==> src/rtl/m_ctrl_fsm.sv <==
// Multi-cycle MIPS control FSM: sequences fetch/decode/execute/mem/wb.
// Decodes IR opcode/funct; drives datapath selects, enables, mem strobes.
module m_ctrl_fsm #(
  parameter bit ILLEGAL_HALT = 1'b0
) (
  input  logic        clk,
  input  logic        reset,
  input  logic [31:0] Inst,
  input  logic        zero,
  input  logic        overflow,
  input  logic        MIO_ready,
  output logic        IorD,
  output logic        IRWrite,
  output logic [1:0]  RegDst,
  output logic        RegWrite,
  output logic [1:0]  MemtoReg,
  output logic        ALUSrcA,
  output logic [2:0]  ALUSrcB,
  output logic [1:0]  PCSource,
  output logic        PCWrite,
  output logic        PCWriteCond,
  output logic        Branch,
  output logic [3:0]  ALU_operation,
  output logic        MemRead,
  output logic        MemWrite,
  output logic [4:0]  state
);

  typedef enum logic [4:0] {
    S_IF    = 5'd0,
    S_ID    = 5'd1,
    S_MA    = 5'd2,
    S_MR    = 5'd3,
    S_LW_WB = 5'd4,
    S_MW    = 5'd5,
    S_R_EX  = 5'd6,
    S_R_WB  = 5'd7,
    S_BEQ   = 5'd8,
    S_BNE   = 5'd9,
    S_J     = 5'd10,
    S_JAL   = 5'd11,
    S_I_EX  = 5'd12,
    S_I_WB  = 5'd13,
    S_LUI   = 5'd14,
    S_JR    = 5'd15,
    S_HALT  = 5'd16
  } state_t;

  localparam logic [3:0] OP_AND = 4'b0000;
  localparam logic [3:0] OP_OR  = 4'b0001;
  localparam logic [3:0] OP_ADD = 4'b0010;
  localparam logic [3:0] OP_XOR = 4'b0011;
  localparam logic [3:0] OP_SUB = 4'b0110;
  localparam logic [3:0] OP_SLT = 4'b0111;
  localparam logic [3:0] OP_NOR = 4'b1100;

  state_t state_q, state_d, st_dec;

  logic [5:0] opc, fn;
  logic       is_r, r_ok, is_jr, addsub;
  logic       is_lw, is_sw, is_addi, is_slti;
  logic [3:0] r_op;
  logic       unused_inst;

  assign opc         = Inst[31:26];
  assign fn          = Inst[5:0];
  assign unused_inst = ^Inst[25:6];

  assign is_r    = (opc == 6'b000000);
  assign is_lw   = (opc == 6'b100011);
  assign is_sw   = (opc == 6'b101011);
  assign is_addi = (opc == 6'b001000);
  assign is_slti = (opc == 6'b001010);
  assign is_jr   = (fn == 6'b001000);
  assign addsub  = (fn == 6'b100000) ||
                   (fn == 6'b100010);

  always_comb begin
    r_ok = 1'b1;
    r_op = OP_ADD;
    case (fn)
      6'b100000: r_op = OP_ADD;
      6'b100010: r_op = OP_SUB;
      6'b100100: r_op = OP_AND;
      6'b100101: r_op = OP_OR;
      6'b100110: r_op = OP_XOR;
      6'b100111: r_op = OP_NOR;
      6'b101010: r_op = OP_SLT;
      default:   r_ok = 1'b0;
    endcase
  end

  always_comb begin
    state_d = S_IF;
    case (state_q)
      S_IF: state_d = MIO_ready ? S_ID : S_IF;
      S_ID: begin
        unique case (1'b1)
          is_r && r_ok:         state_d = S_R_EX;
          is_r && is_jr:        state_d = S_JR;
          is_lw || is_sw:       state_d = S_MA;
          opc == 6'b000100:     state_d = S_BEQ;
          opc == 6'b000101:     state_d = S_BNE;
          opc == 6'b000010:     state_d = S_J;
          opc == 6'b000011:     state_d = S_JAL;
          is_addi || is_slti:   state_d = S_I_EX;
          opc == 6'b001111:     state_d = S_LUI;
          default:
            state_d = ILLEGAL_HALT ? S_HALT : S_IF;
        endcase
      end
      S_MA:   state_d = is_lw ? S_MR : S_MW;
      S_MR:   state_d = MIO_ready ? S_LW_WB : S_MR;
      S_MW:   state_d = MIO_ready ? S_IF : S_MW;
      S_R_EX: state_d = S_R_WB;
      S_I_EX: state_d = S_I_WB;
      S_HALT: state_d = S_HALT;
      default: state_d = S_IF;
    endcase
    if (reset) state_d = S_IF;
  end

  always_ff @(posedge clk) begin
    state_q <= state_d;
  end

  assign state  = state_q;
  // Under reset the outputs show IF selects with every enable off.
  assign st_dec = reset ? S_IF : state_q;

  always_comb begin
    IorD          = 1'b0;
    IRWrite       = 1'b0;
    RegDst        = 2'b00;
    RegWrite      = 1'b0;
    MemtoReg      = 2'b00;
    ALUSrcA       = 1'b0;
    ALUSrcB       = 3'b000;
    PCSource      = 2'b00;
    PCWrite       = 1'b0;
    PCWriteCond   = 1'b0;
    Branch        = 1'b0;
    ALU_operation = OP_AND;
    MemRead       = 1'b0;
    MemWrite      = 1'b0;
    case (st_dec)
      S_IF: begin
        MemRead       = 1'b1;
        ALUSrcB       = 3'b001;
        ALU_operation = OP_ADD;
        IRWrite       = MIO_ready;
        PCWrite       = MIO_ready;
      end
      S_ID: begin
        ALUSrcA       = 1'b1;
        ALUSrcB       = 3'b011;
        ALU_operation = OP_ADD;
      end
      S_MA: begin
        ALUSrcB       = 3'b010;
        ALU_operation = OP_ADD;
      end
      S_MR: begin
        MemRead = 1'b1;
        IorD    = 1'b1;
      end
      S_LW_WB: begin
        MemtoReg = 2'b01;
        RegWrite = 1'b1;
      end
      S_MW: begin
        MemWrite = 1'b1;
        IorD     = 1'b1;
      end
      S_R_EX: ALU_operation = r_op;
      S_R_WB: begin
        ALU_operation = r_op;
        RegDst        = 2'b01;
        RegWrite      = ~(addsub & overflow);
      end
      S_BEQ: begin
        ALU_operation = OP_SUB;
        PCSource      = 2'b01;
        PCWriteCond   = 1'b1;
        Branch        = 1'b1;
      end
      S_BNE: begin
        ALU_operation = OP_SUB;
        PCSource      = 2'b01;
        PCWrite       = ~zero;
      end
      S_J: begin
        PCSource = 2'b10;
        PCWrite  = 1'b1;
      end
      S_JAL: begin
        RegDst   = 2'b10;
        MemtoReg = 2'b10;
        RegWrite = 1'b1;
        PCSource = 2'b10;
        PCWrite  = 1'b1;
      end
      S_I_EX: begin
        ALUSrcB       = 3'b010;
        ALU_operation = is_slti ? OP_SLT : OP_ADD;
      end
      S_I_WB: begin
        ALUSrcB       = 3'b010;
        ALU_operation = is_slti ? OP_SLT : OP_ADD;
        RegWrite      = ~(is_addi & overflow);
      end
      S_LUI: begin
        MemtoReg = 2'b11;
        RegWrite = 1'b1;
      end
      S_JR: begin
        ALUSrcB       = 3'b101;
        ALU_operation = OP_ADD;
        PCWrite       = 1'b1;
      end
      default: ;
    endcase
    if (reset) begin
      IRWrite     = 1'b0;
      PCWrite     = 1'b0;
      PCWriteCond = 1'b0;
      RegWrite    = 1'b0;
      MemWrite    = 1'b0;
    end
  end

endmodule

==> config.mk <==
export PLATFORM = sky130hd
export DESIGN_NAME = m_ctrl_fsm
export DESIGN_NICKNAME = d
export VERILOG_FILES = /design/src/rtl/m_ctrl_fsm.sv
export SDC_FILE = /design/constraint.sdc
export NUM_CORES = 1
export LEC_CHECK = 0
export CORE_MARGIN = 8
export CORE_UTILIZATION = 39
export CTS_CLUSTER_DIAMETER = 30
export DETAILED_ROUTE_END_ITERATION = 10
export PLACE_DENSITY = 0.93
export RECOVER_POWER = 50
export SYNTH_ARGS = -nofsm -noshare
export SYNTH_HDL_FRONTEND = slang
export SYNTH_SLANG_ARGS = --single-unit
==> constraint.sdc <==
create_clock -name clk -period 2.4 [get_ports clk]
set_input_delay 0.24 -clock clk [delete_from_list [all_inputs] [get_ports clk]]
set_output_delay 0.24 -clock clk [all_outputs]
set_load 0.01 [all_outputs]
Yosys cells after proc, flatten, opt, wreduce, memory -nomap -nowiden
Index checks and enable logic that the tools add are counted.
{ "op_classes": {"reduce_logical": 19, "eq_ne": 39, "bitwise_logic": 5, "n_mux": 28} }
{ "ops": {"columns": ["op", "count"], "rows": [
  ["$eq 6x6->1 const B", 9],
  ["$eq 5x4->1 const B", 9],
  ["$pmux 5 s8", 1],
  ["$pmux 4 s9", 1],
  ["$eq 5x3->1 const B", 6],
  ["$eq 6x4->1 const B", 4],
  ["$pmux 4 s6", 1],
  ["$eq 5x2->1 const B", 4],
  ["$pmux 4 s4", 1],
  ["$mux 1", 13],
  ["$eq 6x2->1 const B", 2],
  ["$eq 6x3->1 const B", 2],
  ["$mux 3", 4],
  ["$pmux 3 s4", 1],
  ["$reduce_or 2->1", 6],
  ["$eq 5x1->1 const B", 2],
  ["$logic_not 5->1", 2],
  ["$reduce_or 3->1", 3],
  ["$pmux 2 s2", 2],
  ["$reduce_or 7->1", 1],
  ["$logic_not 6->1", 1],
  ["$pmux 1 s3", 2],
  ["$pmux 2 s3", 1],
  ["$eq 5x5->1 const B", 1],
  ["other kinds (6)", 12]
]} }
{ "totals": {"ff_bits": 5, "elab_cells": 92} }

Logic depth before layout (Yosys ltp)
{ "depth": {"ltp_word": 6, "mapped_depth": 7, "ltp_nobuf": 5} }

Worst setup path after synthesis
No wires, ideal clock.
{ "synth_timing": {"kind": "reg-to-output", "from": "register state_q[4] (netlist: state[4])", "to": "output port PCWrite", "path_slack_ns": 0.665, "path_stages_with_launch": 8, "path_buffers": 2, "arrival_time_ns": 1.495, "cell_sequence": "dfxtp_1 buf_6 or4b_4 buf_6 nor2_2 a22oi_1 o21ai_1 and2b_1"} }
{ "synth_via": {"elab_chain_cells": 5, "word_cells_on_any_way": 9, "cone_classes": "4 x eq/ne; 3 x mux; 2 x reduce/logical"} }
{ "synth_rtl": {"columns": ["item", "line_no", "text"], "rows": [
  ["start: declaration", "57", "state_t state_q, state_d, st_dec;"],
  ["start signal: assignment", "124", "state_q <= state_d;"],
  ["$mux 5 *", "129", "assign st_dec = reset ? S_IF : state_q;"],
  ["$eq 5x4->1", "146", "case (st_dec)"],
  ["$reduce_or 3->1 (no source line)", null, null],
  ["$pmux 1 s3 *", "146", null],
  ["$mux 1 *", "223", "if (reset) begin"],
  ["end: declaration", "20", "output logic PCWrite,"]
]} }
Mark *: on every way between the ends. The rest lies on a longest branch, timed or not.

Final worst setup path
{ "layout_timing": {"from": "register state_q[2] (netlist: state[2])", "to": "output port ALU_operation[1]"} }
{ "layout_via": {"elab_chain_cells": 4, "word_cells_on_any_way": 16, "cone_classes": "9 x eq/ne; 2 x mux; 5 x reduce/logical"} }
{ "layout_rtl": {"columns": ["item", "line_no", "text"], "rows": [
  ["$mux 5 *", "129", null],
  ["$eq 5x4->1 (tied with other cells)", "146", null],
  ["$reduce_or 4->1 (no source line) or $reduce_or 2->1 (tied branches)", null, null],
  ["$pmux 4 s4 *", "146", null],
  ["end: declaration", "23", "output logic [3:0] ALU_operation,"]
]} }
Marks and branches as above.

==> reports/qor.txt <==
====================================================================================
Synthesized netlist cell count                                                   159
Count of pins over their slew limit                                                0
Top-area cell type share of the netlist area                                   10.0%
Number of endpoints with negative hold slack in the final report                   0
Post-synth top flop                                                     sky130_fd_sc_hd__dfxtp_1
Arrival time at the worst endpoint                                           2.06 ns
Number of enable flip-flop cells after synthesis                                   0
Final period util                                                              95.7%
Multi-input gate area in the final layout                                    810 um2
Fillcell total                                                                   226
Slack of the critical path                                                  0.102 ns
Post-Synthesis Cell Area                                                     997 um2
Required time at the worst-slack endpoint                                    2.16 ns
CTS tree                                                                        done
Overall overflow remaining after global route                                      0
Setup TNS Final                                                                 0 ns
Total global routing track utilization                                         14.5%
Aggregate routed wire length                                                 3.21 mm
CTS Root Buffer Type                                                    sky130_fd_sc_hd__clkbuf_4
Remaining max-slew budget at the tightest pin                                  78.4%
Synth warnings                                                                     0
Standby leakage power                                                       0.675 nW
Vias                                                                           1,338
Chip Width                                                                   66.6 um
Die Footprint                                                               4430 um2
Worst-case hold slack                                                       0.722 ns
Post-synthesis net count                                                         196
Largest driver fanout on the critical path                                         7
Clock insertion delay at the later pin of the skew report                    0.23 ns
Unrepaired setup endpoints after global routing                                   no
Core outline area                                                           2450 um2
Type of the setup path with the least slack                             flop to output pin
Initial DRC Count                                                                 57
Post-Syn Area per Cell                                                      6.27 um2
Post-layout net count                                                            250
Netlist cell types                                                                48
Number of inserted diodes                                                          0
Via count of the first global-routing pass                                     1,296
Port buffer count                                                                 43
Number of buffers created by CTS                                                   3
Vias per Instance                                                               5.53
Type of element launching the critical path                                     flop
Slowest cell on crit path                                               sky130_fd_sc_hd__or4b_4
Half-perimeter wire length after detailed placement                          2.67 mm
Drt pass-1 iters                                                                   4
Count of endpoints failing setup in the final report                               0
Antenna Nets Post-Route                                                            0
Clock tree buffer depth                                                            2
Pre-CTS worst setup slack                                                  -0.122 ns
Cell types occupying the most area after synthesis                      sky130_fd_sc_hd__dfxtp_1 (10%), sky130_fd_sc_hd__nor2_1 (9.8%), sky130_fd_sc_hd__nand2b_1 (5.6%)
Sequence of cells on the critical path                                  or4b_4, nor2_4, nor2_1, nand2_1, o22a_1, clkdlybuf4s50_1
Share of post-route cells with drive strength above 1                          14.2%
CTS clk-pin slew, worst paths                                                0.04 ns
Result of the run                                                       finished clean
Cell row count                                                                    18
Global-route wire length before repair                                       5.31 mm
Class of the most critical hold timing path                             input pin to flop
Maximum cell stage delay along the critical path                             0.58 ns
Total power per unit cell area                                            202 nW/um2
Maximum number of pins on one net before global-route repair                      18
Share of synthesized flip-flops with an asynchronous set or reset                 0%
Gp weighted congestion                                                         0.903
Routed length per placed instance                                            13.2 um
Number of sinks on the clock net                                                   5
#FFs+latches synth                                                                 5
Flip-flop count of the largest register, all copies and words added                5
VDD IR-drop max                                                             0.255 mV
Highest Clock Rate                                                           435 MHz
Tightest Pin Transition                                                     0.322 ns
Top-Level Pins                                                                    64
Count of H-tree levels built during CTS                                            1
Initial core utilization                                                       40.6%
Die H                                                                        66.6 um
Total of max-cap violations                                                        0
Largest area contributor in the synthesized netlist                     sky130_fd_sc_hd__dfxtp_1
Clock Skews                                                               0.00136 ns
Antenna violations before repair                                                   0
Category of the worst setup path capture point                            output pin
Min Clock Period, post-route                                                 2.30 ns
Number of buffers inserted for hold repair after clock tree synthesis              0
Register area                                                                101 um2
Proportion of synthesized chip area in sequential cells                        10.0%
DRC violations left                                                                0
Synthesis-to-layout area growth                                                58.2%
Layout Utilization                                                             64.3%
====================================================================================
==> layer usage <==
metal / vias to the layer above / GRT usage (%) / part of all wire (%)
met5: - / 0 / 0
met4: 0 / 7.47 / 0
met3: 0 / 4.03 / 6.1
met2: 51 / 25.0 / 51
met1: 608 / 15.7 / 43
li1: 679 / - / -
==> critical path, delay by kind of cell (launching register included) <==
kind | cells | cell delay, ns
flops | 1 | 0.35
simple gates | 4 | 0.83
compound gates | 1 | 0.12
buf+inv | 1 | 0.53
==> Yosys cell counts (2+ instances only) <==
cell	n
sky130_fd_sc_hd__xor2_1	3
sky130_fd_sc_hd__nor2b_1	6
sky130_fd_sc_hd__nor4_1	4
sky130_fd_sc_hd__buf_2	5
sky130_fd_sc_hd__a31oi_1	5
sky130_fd_sc_hd__nand3_1	5
sky130_fd_sc_hd__nand2_1	9
sky130_fd_sc_hd__o21a_1	2
sky130_fd_sc_hd__o22ai_1	2
sky130_fd_sc_hd__xnor2_1	3
sky130_fd_sc_hd__nand2b_1	9
sky130_fd_sc_hd__nor3_1	6
sky130_fd_sc_hd__nor2_1	26
sky130_fd_sc_hd__dfxtp_1	5
sky130_fd_sc_hd__nand4_1	5
sky130_fd_sc_hd__clkbuf_1	7
sky130_fd_sc_hd__a21oi_1	6
sky130_fd_sc_hd__and3_1	3
sky130_fd_sc_hd__mux2i_1	2
sky130_fd_sc_hd__buf_6	2
sky130_fd_sc_hd__o21ai_0	10
sky130_fd_sc_hd__and2_1	3
sky130_fd_sc_hd__inv_1	6
==> stage by stage <==
| stage | cells | power (mW) | area (um2) |
|---|---|---|---|
| final | 242 | 0.319 | 1580 |
| after detailed placement | 238 | 0.228 | 1540 |
| after CTS | 242 | 0.323 | 1570 |
| after global routing | 242 | 0.340 | 1580 |
| after floorplan | 159 | 0.159 | 997 |
| after global placement | 238 | 0.224 | 1540 |
==> where the power goes <==
group          switching (mW)  leakage [nW]  internal, mW
combinational          0.0645         0.619        0.0718
sequential            0.00341        0.0410        0.0851
clock                  0.0311        0.0150        0.0626
==> path summary, 6_finish.rpt <==
| path | cells past startpoint | startpoint | slack [ns] | to |
|---|---|---|---|---|
| worst max-delay path | 6 | state[2] | 0.10 | ALU_operation[1] |
| worst min-delay path | 4 | reset | 0.72 | state[2] |
| worst max register to register | 6 | state[0] | 0.73 | state[1] |
| worst min register to register | 2 | state[4] | 0.77 | state[4] |
==> logic make-up (layout without fill, tap and decap cells) <==
logic type,Yosys count,in the layout,share of synthesized area (%)
AOI/OAI and AO/OA,39,39,25.5
muxes,2,2,2.01
buffers and inverters,20,73,9.66
and+or+nand+nor,87,87,47.6
xor gates and xnor gates,6,6,5.27
DFF,5,5,10.0
==> repair_timing <==
action / 4_1_cts / 5_1_grt
pin swaps: 1 / 1
endpoints found under the hold margin: 0 / 0
setup buffers: 0 / 0
endpoints found under the setup margin: 6 / 5
resized for setup: 3 / 4
==> area by class of cell <==
| class | count | area share [%] |
|---|---|---|
| timing repair buffer | 63 | 36.8 |
| tap | 30 | 2.38 |
| inverter | 6 | 1.43 |
| multi-input combinational | 134 | 51.3 |
| clock buffer | 4 | 1.67 |
| sequential | 5 | 6.42 |
==> cells in the final DEF, fill, tap and decap left out, types with 4 or more instances in the layout <==
cell type                         synthesis  layout
sky130_fd_sc_hd__dlygate4sd3_1            0       8
sky130_fd_sc_hd__nor2b_1                  6       6
sky130_fd_sc_hd__nand2_1                  9       9
sky130_fd_sc_hd__clkdlybuf4s50_1          0      32
sky130_fd_sc_hd__o21ai_0                 10       9
sky130_fd_sc_hd__inv_1                    6       6
sky130_fd_sc_hd__a21oi_1                  6       6
sky130_fd_sc_hd__nand3_1                  5       5
sky130_fd_sc_hd__buf_4                    0      19
sky130_fd_sc_hd__nor3_1                   6       6
sky130_fd_sc_hd__nor2_1                  26      25
sky130_fd_sc_hd__dfxtp_1                  5       4
sky130_fd_sc_hd__nand2b_1                 9       9
sky130_fd_sc_hd__a31oi_1                  5       5
sky130_fd_sc_hd__nand4_1                  5       5
Note: power is estimated with default switching activity, not from simulation.
